## config.mk

```make
export PLATFORM = sky130hd
export DESIGN_NAME = bp_be_lce_req_arbiter
export DESIGN_NICKNAME = d
export VERILOG_FILES = /design/src/rtl/bp_be_lce_req_arbiter.sv
export SDC_FILE = /design/constraint.sdc
export NUM_CORES = 1
export LEC_CHECK = 0
export BUFFER_PORTS_ARGS = -buffer_cell sky130_fd_sc_hd__buf_2
export CAP_MARGIN = 5
export CORE_AREA = 2 2 50 52
export CTS_BUF_LIST = sky130_fd_sc_hd__clkbuf_16
export CTS_CLUSTER_SIZE = 20
export DETAILED_ROUTE_END_ITERATION = 10
export DIE_AREA = 0 0 52 54
export PLACE_DENSITY = 0.8
export SLEW_MARGIN = 0
export SYNTH_ARGS = -nofsm -noshare
export SYNTH_HDL_FRONTEND = slang
export SYNTH_SLANG_ARGS = --single-unit
```

## constraint.sdc

```tcl
create_clock -name clk_i -period 1.8 [get_ports clk_i]
set_input_delay 0.27 -clock clk_i [delete_from_list [all_inputs] [get_ports clk_i]]
set_output_delay 0.27 -clock clk_i [all_outputs]
set_load 0.05 [all_outputs]
```

## src/rtl/bp_be_lce_req_arbiter.sv

```systemverilog
// bp_be_lce_req_arbiter
// Round-robin arbiter merging several back-end LCE request sources onto one
// outgoing LCE request link. A 2-entry output buffer decouples requester-side
// ready from the downstream ready, so no combinational path runs from
// lce_req_ready_i to req_ready_o.

module bp_be_lce_req_arbiter #(
    parameter int num_req_p    = 2,
    // Normally overridden with lce_cce_req_width_lp by the instantiating core.
    parameter int data_width_p = 8
) (
    input  logic                              clk_i,
    input  logic                              reset_n_i,

    input  logic [num_req_p*data_width_p-1:0] req_data_i,
    input  logic [num_req_p-1:0]              req_v_i,
    output logic [num_req_p-1:0]              req_ready_o,

    output logic [data_width_p-1:0]           lce_req_o,
    output logic                              lce_req_v_o,
    input  logic                              lce_req_ready_i,

    output logic                              idle_o
);

    localparam int lg_num_req_lp = $clog2(num_req_p);

    // Buffer state: two storage slots, 1-bit read/write pointers, occupancy 0..2.
    logic [data_width_p-1:0]  mem_q [2];
    logic [data_width_p-1:0]  mem_d [2];
    logic                     rptr_q, rptr_d;
    logic                     wptr_q, wptr_d;
    logic [1:0]               count_q, count_d;

    // Round-robin pointer: the requester that gets first look next cycle.
    logic [lg_num_req_lp-1:0] prio_q, prio_d;

    logic [num_req_p-1:0]     grant;
    logic [lg_num_req_lp-1:0] grantIdx;
    logic [data_width_p-1:0]  grantData;
    logic                     found;
    logic                     bufFull;
    logic                     enq;
    logic                     deq;

    // Scan from prio_q upward first, then wrap around from requester 0; the
    // first valid requester found wins, so at most one grant bit is ever set.
    always_comb begin
        grant    = '0;
        grantIdx = '0;
        found    = 1'b0;
        for (int j = 0; j < num_req_p; j++) begin
            if (!found && (j >= int'(prio_q)) && req_v_i[j]) begin
                found    = 1'b1;
                grant[j] = 1'b1;
                grantIdx = lg_num_req_lp'(j);
            end
        end
        for (int j = 0; j < num_req_p; j++) begin
            if (!found && req_v_i[j]) begin
                found    = 1'b1;
                grant[j] = 1'b1;
                grantIdx = lg_num_req_lp'(j);
            end
        end
    end

    // Select the granted requester's packet for writing into the buffer.
    always_comb begin
        grantData = '0;
        for (int j = 0; j < num_req_p; j++) begin
            if (grant[j]) begin
                grantData = req_data_i[j*data_width_p +: data_width_p];
            end
        end
    end

    // Handshakes. Ready only looks at registered occupancy, never at the
    // downstream ready, so a slot freed this cycle is only offered next cycle.
    always_comb begin
        bufFull     = (count_q == 2'd2);
        req_ready_o = grant & {num_req_p{~bufFull}};
        enq         = |(req_v_i & req_ready_o);
        lce_req_v_o = (count_q != 2'd0);
        deq         = lce_req_v_o & lce_req_ready_i;
        lce_req_o   = mem_q[rptr_q];
        idle_o      = (count_q == 2'd0) & ~|req_v_i;
    end

    // Next-state for buffer contents, pointers, occupancy and round-robin
    // pointer. A stalled requester keeps its turn because prio only moves
    // on an actual enqueue.
    always_comb begin
        mem_d   = mem_q;
        wptr_d  = wptr_q;
        rptr_d  = rptr_q;
        count_d = count_q;
        prio_d  = prio_q;

        if (enq) begin
            mem_d[wptr_q] = grantData;
            wptr_d        = ~wptr_q;
            if (grantIdx == lg_num_req_lp'(num_req_p - 1)) begin
                prio_d = '0;
            end else begin
                prio_d = grantIdx + 1'b1;
            end
        end

        if (deq) begin
            rptr_d = ~rptr_q;
        end

        case ({enq, deq})
            2'b10:   count_d = count_q + 2'd1;
            2'b01:   count_d = count_q - 2'd1;
            default: count_d = count_q;
        endcase
    end

    // State registers; reset discards anything buffered immediately.
    always_ff @(posedge clk_i or negedge reset_n_i) begin
        if (!reset_n_i) begin
            mem_q[0] <= '0;
            mem_q[1] <= '0;
            rptr_q   <= 1'b0;
            wptr_q   <= 1'b0;
            count_q  <= 2'd0;
            prio_q   <= '0;
        end else begin
            mem_q[0] <= mem_d[0];
            mem_q[1] <= mem_d[1];
            rptr_q   <= rptr_d;
            wptr_q   <= wptr_d;
            count_q  <= count_d;
            prio_q   <= prio_d;
        end
    end

endmodule
```

==> run summary, run 1 <==
Post-Synth Simple-Gate Area - 8.63%
DRC - 0
ranking of synthesized cells by area - dfrtp_1 49%, mux2_2 25%, a32o_1 7.5%
HP Start - lce_req_ready_i
Area growth, synth to finish - 26.8%
Pre-antenna DRT Iters - 4
top-area cell type share of the netlist area - 49.0%
post-route setup TNS - 0 ns
Async S/R FF share, synth - 100%
Syn Nets - 100
gr usage total - 17.8%
cell taking the most area after synthesis - dfrtp_1
#FFs+latches synth - 21
Clock transition at path regs - 0.05 ns
GPL Wtd Cong - 0.781
first-pass GRT wire length - 3.53 mm
max-slew violation count - 0
CP endpoint kind - output port
Setup-failing EPs final - 0
YS warnings - 0
port bufs - 32
Clk network pwr share - 15.5%
Synth Area in Adders - 1.17%
measured slew at the worst slew-check pin - 0.472 ns
Root Driver - clkbuf_16
pin count of the biggest net entering global routing - 22
largest family of logic cells by synthesized area - multiplexers
Crit path required time - 1.53 ns
CTS tree - yes
critical path type - reg2out
power share of the combinational group - 53.8%
Main synth FF type - dfrtp_1
count of final hold-check violations - 0
Flop pwr share - 30.7%
Hold Crit Class - in2reg
max cap viols - 0
DR iter-0 viols - 10
total CTS buffers - 3
routed len/inst - 15.5 um
Setup Skew - 0.00209 ns
dpl ws - 0.164 ns
Area after DPL - 0.00127 mm^2
drt total wl - 2.23 mm
worst skew pair latency - 0.25 ns
DR vias - 782
Worst EP arrival - 1.44 ns
compound-cell area share of the yosys netlist - 10.0%
Worst Reg-to-Reg Cells - 5
Mean Syn Cell Area - 13.7 um^2
H-Tree Depth - 1
commonest non-fill, non-tap cell in the layout - buf_2
cell count after synthesis - 78
final instance area - 0.00136 mm^2
most frequent cells in the layout - 32 x buf_2, 24 x mux2_2, 20 x dfrtp_1
hold path endpoint - rptr_q$_DFFE_PN0P_
Worst setup SP type - flip-flop
# diodes - 0
Slew headroom - 68.5%
Post-Synth XOR/XNOR Area - 4.08%
grt total ovfl - 0
mux contribution to synthesized area - 25.2%
maximum vdd ir drop - 1.13 mV
maximum clock rate - 585 MHz
number of global-route vias before repair - 783
layout net count - 137
status - complete, no violations
layout cells sized above 1 - 58.8%
starting utilization of the core area - 46.2%
Post-DRT Antenna Nets - 0
RR Endpoint - count_q[1]$_DFFE_PN0P_
Syn Std Cell Area - 0.00107 mm^2
sw frac - 44.1%
EDFF count, synth - 0
R2R setup slack - 0.15 ns
Top Ports - 33
PwrDens - 2150 mW/mm^2
Int Pwr - 0.00163 W
die footprint - 0.00281 mm^2
Core Rows - 18
crit path max fanout - 9
RSZ-0062 raised after global routing - false
Min Clock Period, post-route - 1.71 ns
DP Wirelength - 1.57 mm
Psw - 0.00129 W
Die Wd - 52 um
die height - 54 um
area of the core - 0.00232 mm^2
vias per cell - 5.43
Critical R2R Launch - count_q[0]$_DFFE_PN0P_
register area share after synthesis - 49.0%
total power - 0.00292 W
Cell variety after synth - 22
setup slack after layout - 0.0895 ns
Post-CTS Repair Setup Buffers - 0
number of antenna violations at the first check in global routing - 0
CTS Buffer Depth - 2
Tcrit/Tclk final - 95.0%
Min-Delay Path Depth - 3
CTS sink cnt - 21
LEAKAGE - 0.643 nW
[layout make-up]
type	count	area, um^2
flip-flops and latches	21	527
clock inverters	1	3.75
repair buffers	35	185
fillers	196	960
well taps	30	37.5
clock buffers	3	75.1
multi-input cells	54	532
[sequential cells by signal, indices dropped and copies added, names as in the netlist]
register  flops
wptr_q        1
mem_q        16
count_q       2
prio_q        1
rptr_q        1
[critical path, stage by stage (launching register included)]
cell and delay (ns):
dfrtp_1 0.40, nand2b_1 0.35, and3_1 0.20, buf_2 0.25
[logic make-up after synthesis]
family          after synthesis
mux                          24
flops                        21
compound gates               12
simple gates                 12
xor+xnor                      5
buf+inv                       3
fa+ha+maj                     1
[routing by layer]
layer	track usage, %	wire [um]	share of wire [%]	up-vias
met4	7.89	19	0.85	0
met3	2.50	66	3.0	2
li1	-	-	-	371
met1	22.7	1060	47	392
met5	0	0	0	-
met2	30.2	1090	49	17
[power by group through the flow]
stage | Sequential [W] | Clock [W] | Combinational, W
floorplan | 0.000815 | 0 | 0.00134
global placement | 0.000873 | 0 | 0.00155
detailed placement | 0.000896 | 0 | 0.00157
CTS | 0.000893 | 0.000458 | 0.00159
global route | 0.000929 | 0.000484 | 0.00168
finish | 0.000898 | 0.000451 | 0.00157
[how the worst max path moves through the flow]
stage	startpoint	to	depth (start not counted)
final	prio_q$_DFFE_PN0N_	req_ready_o[1]	3
after global routing	prio_q$_DFFE_PN0N_	req_ready_o[1]	3
after CTS	rptr_q$_DFFE_PN0P_	lce_req_o[7]	2
after detailed placement	count_q[0]$_DFFE_PN0P_	count_q[1]$_DFFE_PN0P_	5
after global placement	count_q[1]$_DFFE_PN0P_	count_q[1]$_DFFE_PN0P_	5
after floorplan	count_q[0]$_DFFE_PN0P_	idle_o	2
[cells in the mapped netlist (all sizes together), types with 2 or more instances]
| library cell | number |
|---|---|
| a32o | 8 |
| and2 | 2 |
| buf | 2 |
| dfrtp | 21 |
| mux2 | 24 |
| nand2b | 2 |
| nor2 | 2 |
| nor3 | 2 |
| xnor2 | 3 |
| xor2 | 2 |
[repair_timing]
item,in CTS,in global routing
hold buffers,1,0
setup endpoints to repair,0,2
hold endpoints to repair,21,0
gates resized for setup,0,1
[through the flow]
stage               utilization [%]  instances  hold WS [ns]
global route                   58.6        144         0.375
CTS                            58.6        144         0.355
detailed placement             54.7        139         0.247
global placement               54.7        139         0.238
floorplan                         -         78       -0.0256
finish                         58.6        144         0.349
Note: power is estimated with default switching activity, not from simulation.
==> inputs of run 2 (changes only) <==
--- a/config.mk
+++ b/config.mk
@@ -7,12 +7,12 @@
 export LEC_CHECK = 0
 export BUFFER_PORTS_ARGS = -buffer_cell sky130_fd_sc_hd__buf_2
 export CAP_MARGIN = 5
-export CORE_AREA = 2 2 50 52
+export CORE_AREA = 2 2 62 64
 export CTS_BUF_LIST = sky130_fd_sc_hd__clkbuf_16
 export CTS_CLUSTER_SIZE = 20
 export DETAILED_ROUTE_END_ITERATION = 10
-export DIE_AREA = 0 0 52 54
-export PLACE_DENSITY = 0.8
+export DIE_AREA = 0 0 64 66
+export PLACE_DENSITY = 0.57
 export SLEW_MARGIN = 0
 export SYNTH_ARGS = -nofsm -noshare
 export SYNTH_HDL_FRONTEND = slang
==> constraint.sdc (replaced) <==
create_clock -name clk_i -period 1.8 [get_ports clk_i]
set_input_delay 0.09 -clock clk_i [delete_from_list [all_inputs] [get_ports clk_i]]
set_output_delay 0.09 -clock clk_i [all_outputs]
set_load 0.05 [all_outputs]
==> run summary, run 2 (synthesis gave the netlist of run 1 again) <==
status - complete, no violations (unchanged)
Clk network pwr share - 16.0% (was 15.5%)
number of antenna violations at the first check in global routing - 0 (unchanged)
max reg flops - 16 (unchanged)
Min-Delay Path Depth - 3 (unchanged)
LEAKAGE - 0.643 nW (about the same)
Worst EP arrival - 1.82 ns (was 1.44 ns)
Hold WS - 0.176 ns (was 0.349 ns)
Worst setup SP type - flip-flop (unchanged)
WP buf/inv - 0 (was 1)
Slew headroom - 68.0% (was 68.5%)
crit path max fanout - 5 (was 9)
DRC - 0 (unchanged)
CP cell instances - or2_2 > and2_1 > ha_1 > nor2_1 > xor2_1 (was nand2b_1 > and3_1 > buf_2)
first-pass GRT wire length - 3.64 mm (was 3.53 mm)
Tcrit/Tclk final - 91.3% (was 95.0%)
Root Driver - clkbuf_16 (unchanged)
Setup Skew - 0.00149 ns (was 0.00209 ns)
measured slew at the worst slew-check pin - 0.480 ns (was 0.472 ns)
Area after DPL - 0.00129 mm^2 (was 0.00127 mm^2)
post-route setup TNS - 0 ns (unchanged)
critical path type - reg2reg (was reg2out)
uppermost layer routed - met4 (unchanged)
RSZ-0062 raised after global routing - false (unchanged)
worst skew pair latency - 0.25 ns (about the same)
largest registers - mem_q (16), count_q (2) (unchanged)
total CTS buffers - 3 (unchanged)
CP max stage delay - 0.43 ns (was 0.40 ns)
vias per cell - 4.66 (was 5.43)
die footprint - 0.00422 mm^2 (was 0.00281 mm^2)
port bufs - 32 (unchanged)
CTS Buffer Depth - 2 (unchanged)
Clock transition at path regs - 0.06 ns (was 0.05 ns)
Min Clock Period, post-route - 1.64 ns (was 1.71 ns)
total power - 0.00293 W (was 0.00292 W)
Hold Crit Class - in2reg (unchanged)
final instance area - 0.00138 mm^2 (was 0.00136 mm^2)
gr usage total - 11.4% (was 17.8%)
slowest CP cell - dfrtp_1 (unchanged)
R2R setup slack - 0.16 ns (was 0.15 ns)
power share of the combinational group - 53.6% (was 53.8%)
Pre-antenna DRT Iters - 4 (unchanged)
critical path depth in cells - 5 (was 3)
PwrDens - 2120 mW/mm^2 (was 2150 mW/mm^2)
Most flops, register - mem_q (unchanged)
Crit path required time - 1.98 ns (was 1.53 ns)
Met2 Routed Length - 1.15 mm (was 1.09 mm)
routed len/inst - 14.2 um (was 15.5 um)
area of the core - 0.00355 mm^2 (was 0.00232 mm^2)
Core Rows - 22 (was 18)
CTS tree - yes (unchanged)
max cap viols - 0 (unchanged)
Setup-failing EPs final - 0 (unchanged)
pin count of the biggest net entering global routing - 22 (unchanged)
CP endpoint kind - flip-flop (was output port)
maximum vdd ir drop - 0.906 mV (was 1.13 mV)
# diodes - 0 (unchanged)
Top Ports - 33 (unchanged)
max-slew violation count - 0 (unchanged)
most frequent cells in the layout - 32 x buf_2, 24 x mux2_2, 21 x dfrtp_1 (was 32 x buf_2, 24 x mux2_2, 20 x dfrtp_1)
layout net count - 137 (unchanged)
commonest non-fill, non-tap cell in the layout - buf_2 (unchanged)
CP delay by family, top - simple AND/OR/NAND/NOR gates (unchanged)
met1 WL - 1.02 mm (was 1.06 mm)
Die Wd - 64 um (was 52 um)
GPL Wtd Cong - 0.644 (was 0.781)
Worst Reg-to-Reg Cells - 5 (unchanged)
Post-DRT Antenna Nets - 0 (unchanged)
Flop pwr share - 30.4% (was 30.7%)
number of global-route vias before repair - 779 (was 783)
Int Pwr - 0.00163 W (about the same)
maximum clock rate - 608 MHz (was 585 MHz)
Psw - 0.00130 W (was 0.00129 W)
DP Wirelength - 1.70 mm (was 1.57 mm)
routed wl met3 - 123 um (was 66 um)
drt total wl - 2.30 mm (was 2.23 mm)
CTS sink cnt - 21 (unchanged)
starting utilization of the core area - 30.2% (was 46.2%)
sw frac - 44.3% (was 44.1%)
layout cells sized above 1 - 58.8% (unchanged)
Area growth, synth to finish - 28.9% (was 26.8%)
DR iter-0 viols - 17 (was 10)
DR vias - 755 (was 782)
die height - 66 um (was 54 um)
grt total ovfl - 0 (unchanged)
H-Tree Depth - 1 (unchanged)
CTS resizes - 0 (unchanged)
count of final hold-check violations - 0 (unchanged)
-- run 2: cell count changes in the layout (fill, tap and decap cells not counted), sizes merged --
cell	previous run	this run
clkinv	0	1
inv	1	0
-- run 2: worst paths after layout --
path / from / end
setup / recovery: count_q[0]$_DFFE_PN0P_ / count_q[1]$_DFFE_PN0P_
max in group asynchronous: reset_n_i / wptr_q$_DFFE_PN0N_
min in group asynchronous: reset_n_i / mem_q[2]$_DFFE_PN0P_
setup reg to reg: count_q[0]$_DFFE_PN0P_ / count_q[1]$_DFFE_PN0P_
hold / removal: lce_req_ready_i / rptr_q$_DFFE_PN0P_
hold reg to reg: mem_q[7]$_DFFE_PN0P_ / mem_q[7]$_DFFE_PN0P_
-- run 2: layout make-up --
type | instances | area (um^2)
clock inverter | 1 | 5.00
fill | 353 | 2170
clock buffer | 3 | 75.1
multi-input combinational | 54 | 532
tap | 48 | 60.1
sequential | 21 | 526
timing repair buffer | 35 | 185
-- run 2: power groups by stage --
stage	Sequential (W)	Clock, W	Combinational, W
after floorplan	0.000815	0	0.00134
after global placement	0.000882	0	0.00156
final	0.000890	0.000468	0.00157
after detailed placement	0.000902	0	0.00159
after CTS	0.000893	0.000479	0.00159
after global routing	0.000926	0.000502	0.00167
-- run 2: worst register-to-register path, stage by stage (launching register included) --
cell and delay, ns:
dfrtp_1 0.43, or2_2 0.32, and2_1 0.19, ha_1 0.33
nor2_1 0.14, xor2_1 0.15
-- run 2: per-layer routing --
metal	track usage, %	up-vias
met5	0	-
met4	4.08	0
met3	2.73	2
met2	18.6	19
met1	14.7	371
li1	-	363
-- run 2: repair_timing --
action / CTS / global route
endpoints found under the hold margin: 21 / 0
hold buffers: 1 / 0
buffers inserted: 0 / 0
-- run 2: stage by stage --
step | instances | worst slack [ns] | util, %
after global placement | 157 | 0.242 | 36.4
after floorplan | 78 | 0.0900 | -
final | 162 | 0.156 | 38.9
after CTS | 162 | 0.144 | 38.9
after global routing | 162 | 0.0739 | 38.9
after detailed placement | 157 | 0.153 | 36.4
